==> src/rtl/dd_fx3_pkg.sv <==
`default_nettype none
// ============================================================================
// Module   : dd_fx3_pkg
// Brief    : Shared types and defaults for the FX3 read-side burst sequencer.
// Revision : 1.0
// ============================================================================
package dd_fx3_pkg;

    typedef enum logic [2:0] {
        IDLE     = 3'd0,
        WAIT_FX3 = 3'd1,
        BURST    = 3'd2,
        DRAIN    = 3'd3,
        ERROR    = 3'd4
    } state_t;

    localparam int DEFAULT_BURST_LEN    = 8192;
    localparam int DEFAULT_READ_LATENCY = 2;

    localparam int ERR_OVERFLOW  = 0;
    localparam int ERR_UNDERFLOW = 1;

endpackage
`default_nettype wire

==> src/rtl/fx3_burst_controller_valid_delay_line.sv <==
`default_nettype none
// ============================================================================
// Module   : valid_delay_line
// Brief    : DEPTH-stage shift of {valid, last} aligning strobes with data.
// Revision : 1.0
// ============================================================================
module valid_delay_line #(
    parameter int DEPTH = 2
) (
    input  logic clk,
    input  logic rst,
    input  logic valid_i,
    input  logic last_i,
    output logic valid_o,
    output logic last_o
);

    logic [DEPTH-1:0] valid_q;
    logic [DEPTH-1:0] last_q;

    generate
        if (DEPTH == 1) begin : g_single
            always_ff @(posedge clk) begin
                if (rst) begin
                    valid_q <= '0;
                    last_q  <= '0;
                end else begin
                    valid_q <= valid_i;
                    last_q  <= last_i;
                end
            end
        end else begin : g_shift
            always_ff @(posedge clk) begin
                if (rst) begin
                    valid_q <= '0;
                    last_q  <= '0;
                end else begin
                    valid_q <= {valid_q[DEPTH-2:0], valid_i};
                    last_q  <= {last_q[DEPTH-2:0], last_i};
                end
            end
        end
    endgenerate

    assign valid_o = valid_q[DEPTH-1];
    assign last_o  = last_q[DEPTH-1];

endmodule
`default_nettype wire

==> src/rtl/fx3_burst_controller.sv <==
`default_nettype none
// ============================================================================
// Module   : fx3_burst_controller
// Brief    : Issues fixed-length FIFO read bursts to the FX3, tags valid/last,
//            gates ADC collection and latches sticky overflow/underflow.
// Revision : 1.0
// ============================================================================
module fx3_burst_controller
    import dd_fx3_pkg::*;
#(
    parameter int BURST_LEN    = DEFAULT_BURST_LEN,
    parameter int READ_LATENCY = DEFAULT_READ_LATENCY
) (
    input  logic        fx3Clk,
    input  logic        nReset,
    input  logic        collectEnable,
    input  logic        clearErrors,
    input  logic        dataAvailable,
    input  logic        fullError,
    input  logic        emptyError,
    input  logic        fx3Ready,
    output logic        collectData,
    output logic        readData,
    output logic        fx3DataValid,
    output logic        fx3EndOfBurst,
    output logic [1:0]  errorFlags,
    output logic [15:0] burstCount
);

    localparam int CNT_W = (BURST_LEN > 1) ? $clog2(BURST_LEN) : 1;
    localparam int DRN_W = $clog2(READ_LATENCY + 1);
    localparam logic [CNT_W-1:0] LAST_WORD  = CNT_W'(BURST_LEN - 1);
    localparam logic [DRN_W-1:0] DRAIN_LAST = DRN_W'(READ_LATENCY - 1);

    state_t            state_q, state_d;
    logic [CNT_W-1:0]  word_cnt_q, word_cnt_d;
    logic [DRN_W-1:0]  drain_cnt_q, drain_cnt_d;
    logic [1:0]        err_q, err_d;
    logic              collect_q;
    logic [15:0]       burst_count_q;

    logic w_read_req;
    logic w_overflow;
    logic w_underflow;
    logic w_new_err;
    logic w_read;
    logic w_last_read;
    logic w_valid;
    logic w_last;
    logic w_rst;

    // Underflow is judged on the ungated request so a simultaneous overflow
    // cannot mask it; the issued read is then suppressed by either error.
    assign w_read_req  = (state_q == BURST) && fx3Ready && (err_q == 2'b00);
    assign w_overflow  = fullError && collect_q;
    assign w_underflow = emptyError && w_read_req;
    assign w_new_err   = w_overflow || w_underflow;
    assign w_read      = w_read_req && !w_new_err;
    assign w_last_read = w_read && (word_cnt_q == LAST_WORD);

    always_comb begin
        err_d                = clearErrors ? 2'b00 : err_q;
        err_d[ERR_OVERFLOW]  = err_d[ERR_OVERFLOW] | w_overflow;
        err_d[ERR_UNDERFLOW] = err_d[ERR_UNDERFLOW] | w_underflow;
    end

    always_comb begin
        state_d     = state_q;
        word_cnt_d  = word_cnt_q;
        drain_cnt_d = drain_cnt_q;
        if (w_read) begin
            word_cnt_d = word_cnt_q + CNT_W'(1);
        end
        if (w_new_err) begin
            state_d = ERROR;
        end else begin
            case (state_q)
                IDLE: begin
                    if (dataAvailable && collectEnable && (err_q == 2'b00)) begin
                        state_d = WAIT_FX3;
                    end
                end
                WAIT_FX3: begin
                    if (fx3Ready) begin
                        state_d    = BURST;
                        word_cnt_d = '0;
                    end
                end
                BURST: begin
                    if (w_last_read) begin
                        state_d     = DRAIN;
                        drain_cnt_d = '0;
                    end
                end
                DRAIN: begin
                    drain_cnt_d = drain_cnt_q + DRN_W'(1);
                    if (drain_cnt_q == DRAIN_LAST) begin
                        state_d = IDLE;
                    end
                end
                ERROR: begin
                    if ((err_q == 2'b00) && !collectEnable) begin
                        state_d = IDLE;
                    end
                end
                default: state_d = IDLE;
            endcase
        end
    end

    // Collection gate looks at the flags being latched this edge so that the
    // ADC side stops one cycle after the fault.
    always_ff @(posedge fx3Clk) begin
        if (!nReset) begin
            state_q       <= IDLE;
            word_cnt_q    <= '0;
            drain_cnt_q   <= '0;
            err_q         <= 2'b00;
            collect_q     <= 1'b0;
            burst_count_q <= 16'd0;
        end else begin
            state_q     <= state_d;
            word_cnt_q  <= word_cnt_d;
            drain_cnt_q <= drain_cnt_d;
            err_q       <= err_d;
            collect_q   <= collectEnable && (err_d == 2'b00);
            if (w_last) begin
                burst_count_q <= burst_count_q + 16'd1;
            end
        end
    end

    assign w_rst = !nReset;

    valid_delay_line #(
        .DEPTH(READ_LATENCY)
    ) u_valid_delay_line (
        .clk    (fx3Clk),
        .rst    (w_rst),
        .valid_i(w_read),
        .last_i (w_last_read),
        .valid_o(w_valid),
        .last_o (w_last)
    );

    assign readData      = w_read;
    assign collectData   = collect_q;
    assign fx3DataValid  = w_valid;
    assign fx3EndOfBurst = w_last;
    assign errorFlags    = err_q;
    assign burstCount    = burst_count_q;

endmodule
`default_nettype wire

==> config.mk <==
export PLATFORM = sky130hd
export DESIGN_NAME = fx3_burst_controller
export DESIGN_NICKNAME = d
export VERILOG_FILES = /design/src/rtl/dd_fx3_pkg.sv /design/src/rtl/fx3_burst_controller_valid_delay_line.sv /design/src/rtl/fx3_burst_controller.sv
export SDC_FILE = /design/constraint.sdc
export NUM_CORES = 1
export LEC_CHECK = 0
export BUFFER_PORTS_ARGS = -buffer_cell sky130_fd_sc_hd__buf_4
export CAP_MARGIN = 20
export CORE_UTILIZATION = 45
export DETAILED_ROUTE_END_ITERATION = 8
export PLACE_DENSITY = 0.68
export SLEW_MARGIN = 10
export SYNTH_ARGS = -nofsm -noshare
export SYNTH_HDL_FRONTEND = slang
export SYNTH_SLANG_ARGS = --single-unit
==> constraint.sdc <==
create_clock -name fx3Clk -period 1.9 [get_ports fx3Clk]
set_clock_uncertainty 0.05 [all_clocks]
set_input_delay 0.285 -clock fx3Clk [delete_from_list [all_inputs] [get_ports fx3Clk]]
set_output_delay 0.285 -clock fx3Clk [all_outputs]
set_load 0.05 [all_outputs]
==> qor.txt <==
global-route wire length before repair - 7110 µm
fmax - 430 MHz
Crit Path Max Fanout - 3
CTS tree - yes
clock-pin slew on the worst setup and hold paths - 80 ps
total of warnings raised by yosys - 0
Switching Share - 22.9%
drt pass-1 iters - 4
RSZ-0062 raised after global routing - yes
HPWL after DPL - 2900 µm
count of input and output buffers - 29
Yosys reg bits - 41
post-synthesis cell count - 221
top-level I/O count - 30
clk root buf - clkbuf_8
syn avg cell area - 8.50 µm²
count of hold-fix buffers inserted at cts - 0
grt ovf - 0
CP Launch Point - state_q[0]$_SDFFE_PP0P_
chip height - 66.6 µm
fin. max-slew vios - 0
met3 Use GR - 5.14%
synthesized area - 1880 µm²
R2R Setup Slk - -370 ps
Reg power frac - 51.7%
CP Launch Type - flop
R2R depth - 6
min cycle time layout - 2330 ps
Post-synth EDFFs - 0
internal power - 0.00129 W
Worst-Margin Slew - 465 ps
Clock Latency Late Sink - 290 ps
WS Path Type - flop to primary output
Top Usage Layer GRT - met2
MaxCap Viol Count - 0
Data required, critical path - 1560 ps
Logic pwr share - 7.2%
failing checks - negative setup slack
Netlist cell types - 37
Worst EP arrival - 1990 ps
diode count - 0
Psw - 0.000382 W
Final Hold Vio Count - 0
Top FF cell, synth - dfxtp_1
Sum Neg Setup Slack - -3860 ps
Pwr per Cell Area - 645 nW/µm²
core area - 4000 µm²
Nets - 282
vias in the first global route - 1,660
Post-Route WL - 4360 µm
# clock sinks - 41
CTS H-tree lvls - 2
Worst setup EP type - primary output
Hold Path Stages - 3
cell leakage power - 0.946 nW
Layout fillers - 373
initial antenna violation count - 0
DRC - 0
P&R area growth vs syn - 37.6%
GRT Total Usage - 21.2%
Row Count - 23
Final period util - 122%
post-synthesis sequential area ratio - 43.7%
largest net degree at the start of global routing - 14
commonest non-fill, non-tap cell in the layout - buf_4
hold_sp - clearErrors
drt wl/cell - 13.5 µm
Max-slew headroom - 68.7%
Hold EP - errorFlags[1]$_SDFF_PN0_
initial core utilization - 47.0%
reg2reg end - word_cnt_q[2]$_SDFF_PN0_
DR vias - 1,788
clock share of power - 41.0%
die span in x - 66.6 µm
syn_nets - 232
hold crit path type - input port to flop
met1 usage - 25.5%
worst vdd ir - 0.000448 V
post-detailed-route count of antenna-violating nets - 0
setup violators final - 14
outcome - complete, but fails checks
worst r2r src - state_q[0]$_SDFFE_PP0P_
CTS buffer count - 5
met2 usage - 34.6%
multi-input logic area - 1120 µm²
share of cells above drive strength 1 - 36.0%
Synth async-reset ratio - 0%
drt via density - 5.55
RD Place Congestion - 0.784
DIE AREA - 4440 µm²
clock buffer depth - 2
worst setup margin - -425 ps
most frequent cells in the layout - 48 x buf_4, 30 x dfxtp_1, 20 x nand2_1, 17 x nor2_1, 12 x a21oi_1
Sequential Area - 845 µm²
Fin Hold WS - 195 ps
Initial DRC Count - 54
## registers in the layout, summed over array words and instances, names as in the netlist
register,cells
errorFlags,2
u_valid_delay_line.valid_q,2
state_q,3
drain_cnt_q,2
word_cnt_q,13
collectData,1
u_valid_delay_line.last_q,2
burstCount,16
## layout make-up
cell class / instances / area share (%)
repair buffers: 51 / 15.5
well taps: 50 / 2.42
clock buffers: 7 / 4.16
inverters: 9 / 1.45
clock inverters: 1 / 0.290
flip-flops and latches: 41 / 32.7
multi-input cells: 163 / 43.5
## layer usage
layer | part of all wire [%] | vias to the layer above
met5 | 0 | -
met4 | 1.2 | 0
met3 | 5.7 | 5
met2 | 49 | 49
met1 | 44 | 831
li1 | - | 903
## cells by family after synthesis
kind of cell	after synthesis	synth area share [%]
multiplexers	4	2.13
adder cells (fa/ha/maj)	3	2.00
AO/OA/AOI/OAI	45	14.5
XOR/XNOR	10	4.66
flip-flops	41	43.7
AND/OR/NAND/NOR	100	29.3
buffers and inverters	18	3.73
## synthesized netlist by cell type, types with 2 or more instances
cell	n	area [µm²]
and3_1	4	25.0
or4_1	10	75.1
xor2_1	6	52.6
or3_1	7	43.8
nor4b_1	3	26.3
nor2_1	17	63.8
nand2_1	21	78.8
xnor2_1	4	35.0
and4_1	2	17.5
nor4_1	2	12.5
nand4_1	8	50.1
a31oi_1	3	18.8
nor3_1	4	20.0
o21ai_0	10	50.1
inv_1	8	30.0
ha_1	3	37.5
mux2i_1	4	40.0
a21oi_1	18	90.1
buf_2	2	10.0
nand3_1	8	40.0
nand2b_1	6	37.5
dfxtp_1	41	821
clkbuf_1	7	26.3
o31ai_1	7	52.6
and2_1	4	25.0
## critical path, cell delays in order, from the launching register on
cell	delay, ps
dfxtp_2	330
or4b_4	550
or4_4	460
buf_8	150
clkinvlp_4	70
buf_8	140
## power groups by stage
stage / registers (W) / logic (W) / clock network (W)
after floorplan: 0.000892 / 0.0000492 / 0
after CTS: 0.000863 / 0.000118 / 0.000703
after global placement: 0.000882 / 0.000107 / 0
final: 0.000863 / 0.000120 / 0.000684
after detailed placement: 0.000883 / 0.000109 / 0
after global routing: 0.000864 / 0.000129 / 0.000755
## timing repair
action / 4_1_cts / 5_1_grt
endpoints found under the hold margin: 0 / 0
endpoints found under the setup margin: 14 / 14
gates resized for setup: 17 / 20
gates cloned: 1 / 0
pin swaps: 7 / 3
buffers inserted: 5 / 0
## per-stage QoR
stage / instances / area (µm²) / utilization [%] / worst slack (ps) / total power [W]
after detailed placement: 310 / 2300 / 57.6 / -317 / 0.000992
after CTS: 323 / 2520 / 63.0 / -407 / 0.00168
after floorplan: 221 / 1910 / - / -313 / 0.000941
final: 322 / 2580 / 64.6 / -425 / 0.00167
after global routing: 322 / 2580 / 64.6 / -474 / 0.00175
after global placement: 310 / 2300 / 57.6 / -277 / 0.000989
## how the worst max path moves through the flow
stage	slack, ps	end	depth (start not counted)
after floorplan	-310	word_cnt_q[10]$_SDFF_PN0_	5
after global placement	-280	word_cnt_q[11]$_SDFF_PN0_	4
after detailed placement	-320	word_cnt_q[11]$_SDFF_PN0_	4
after CTS	-410	readData	5
after global routing	-470	readData	5
final	-430	readData	5
Note: power is estimated with default switching activity, not from simulation.
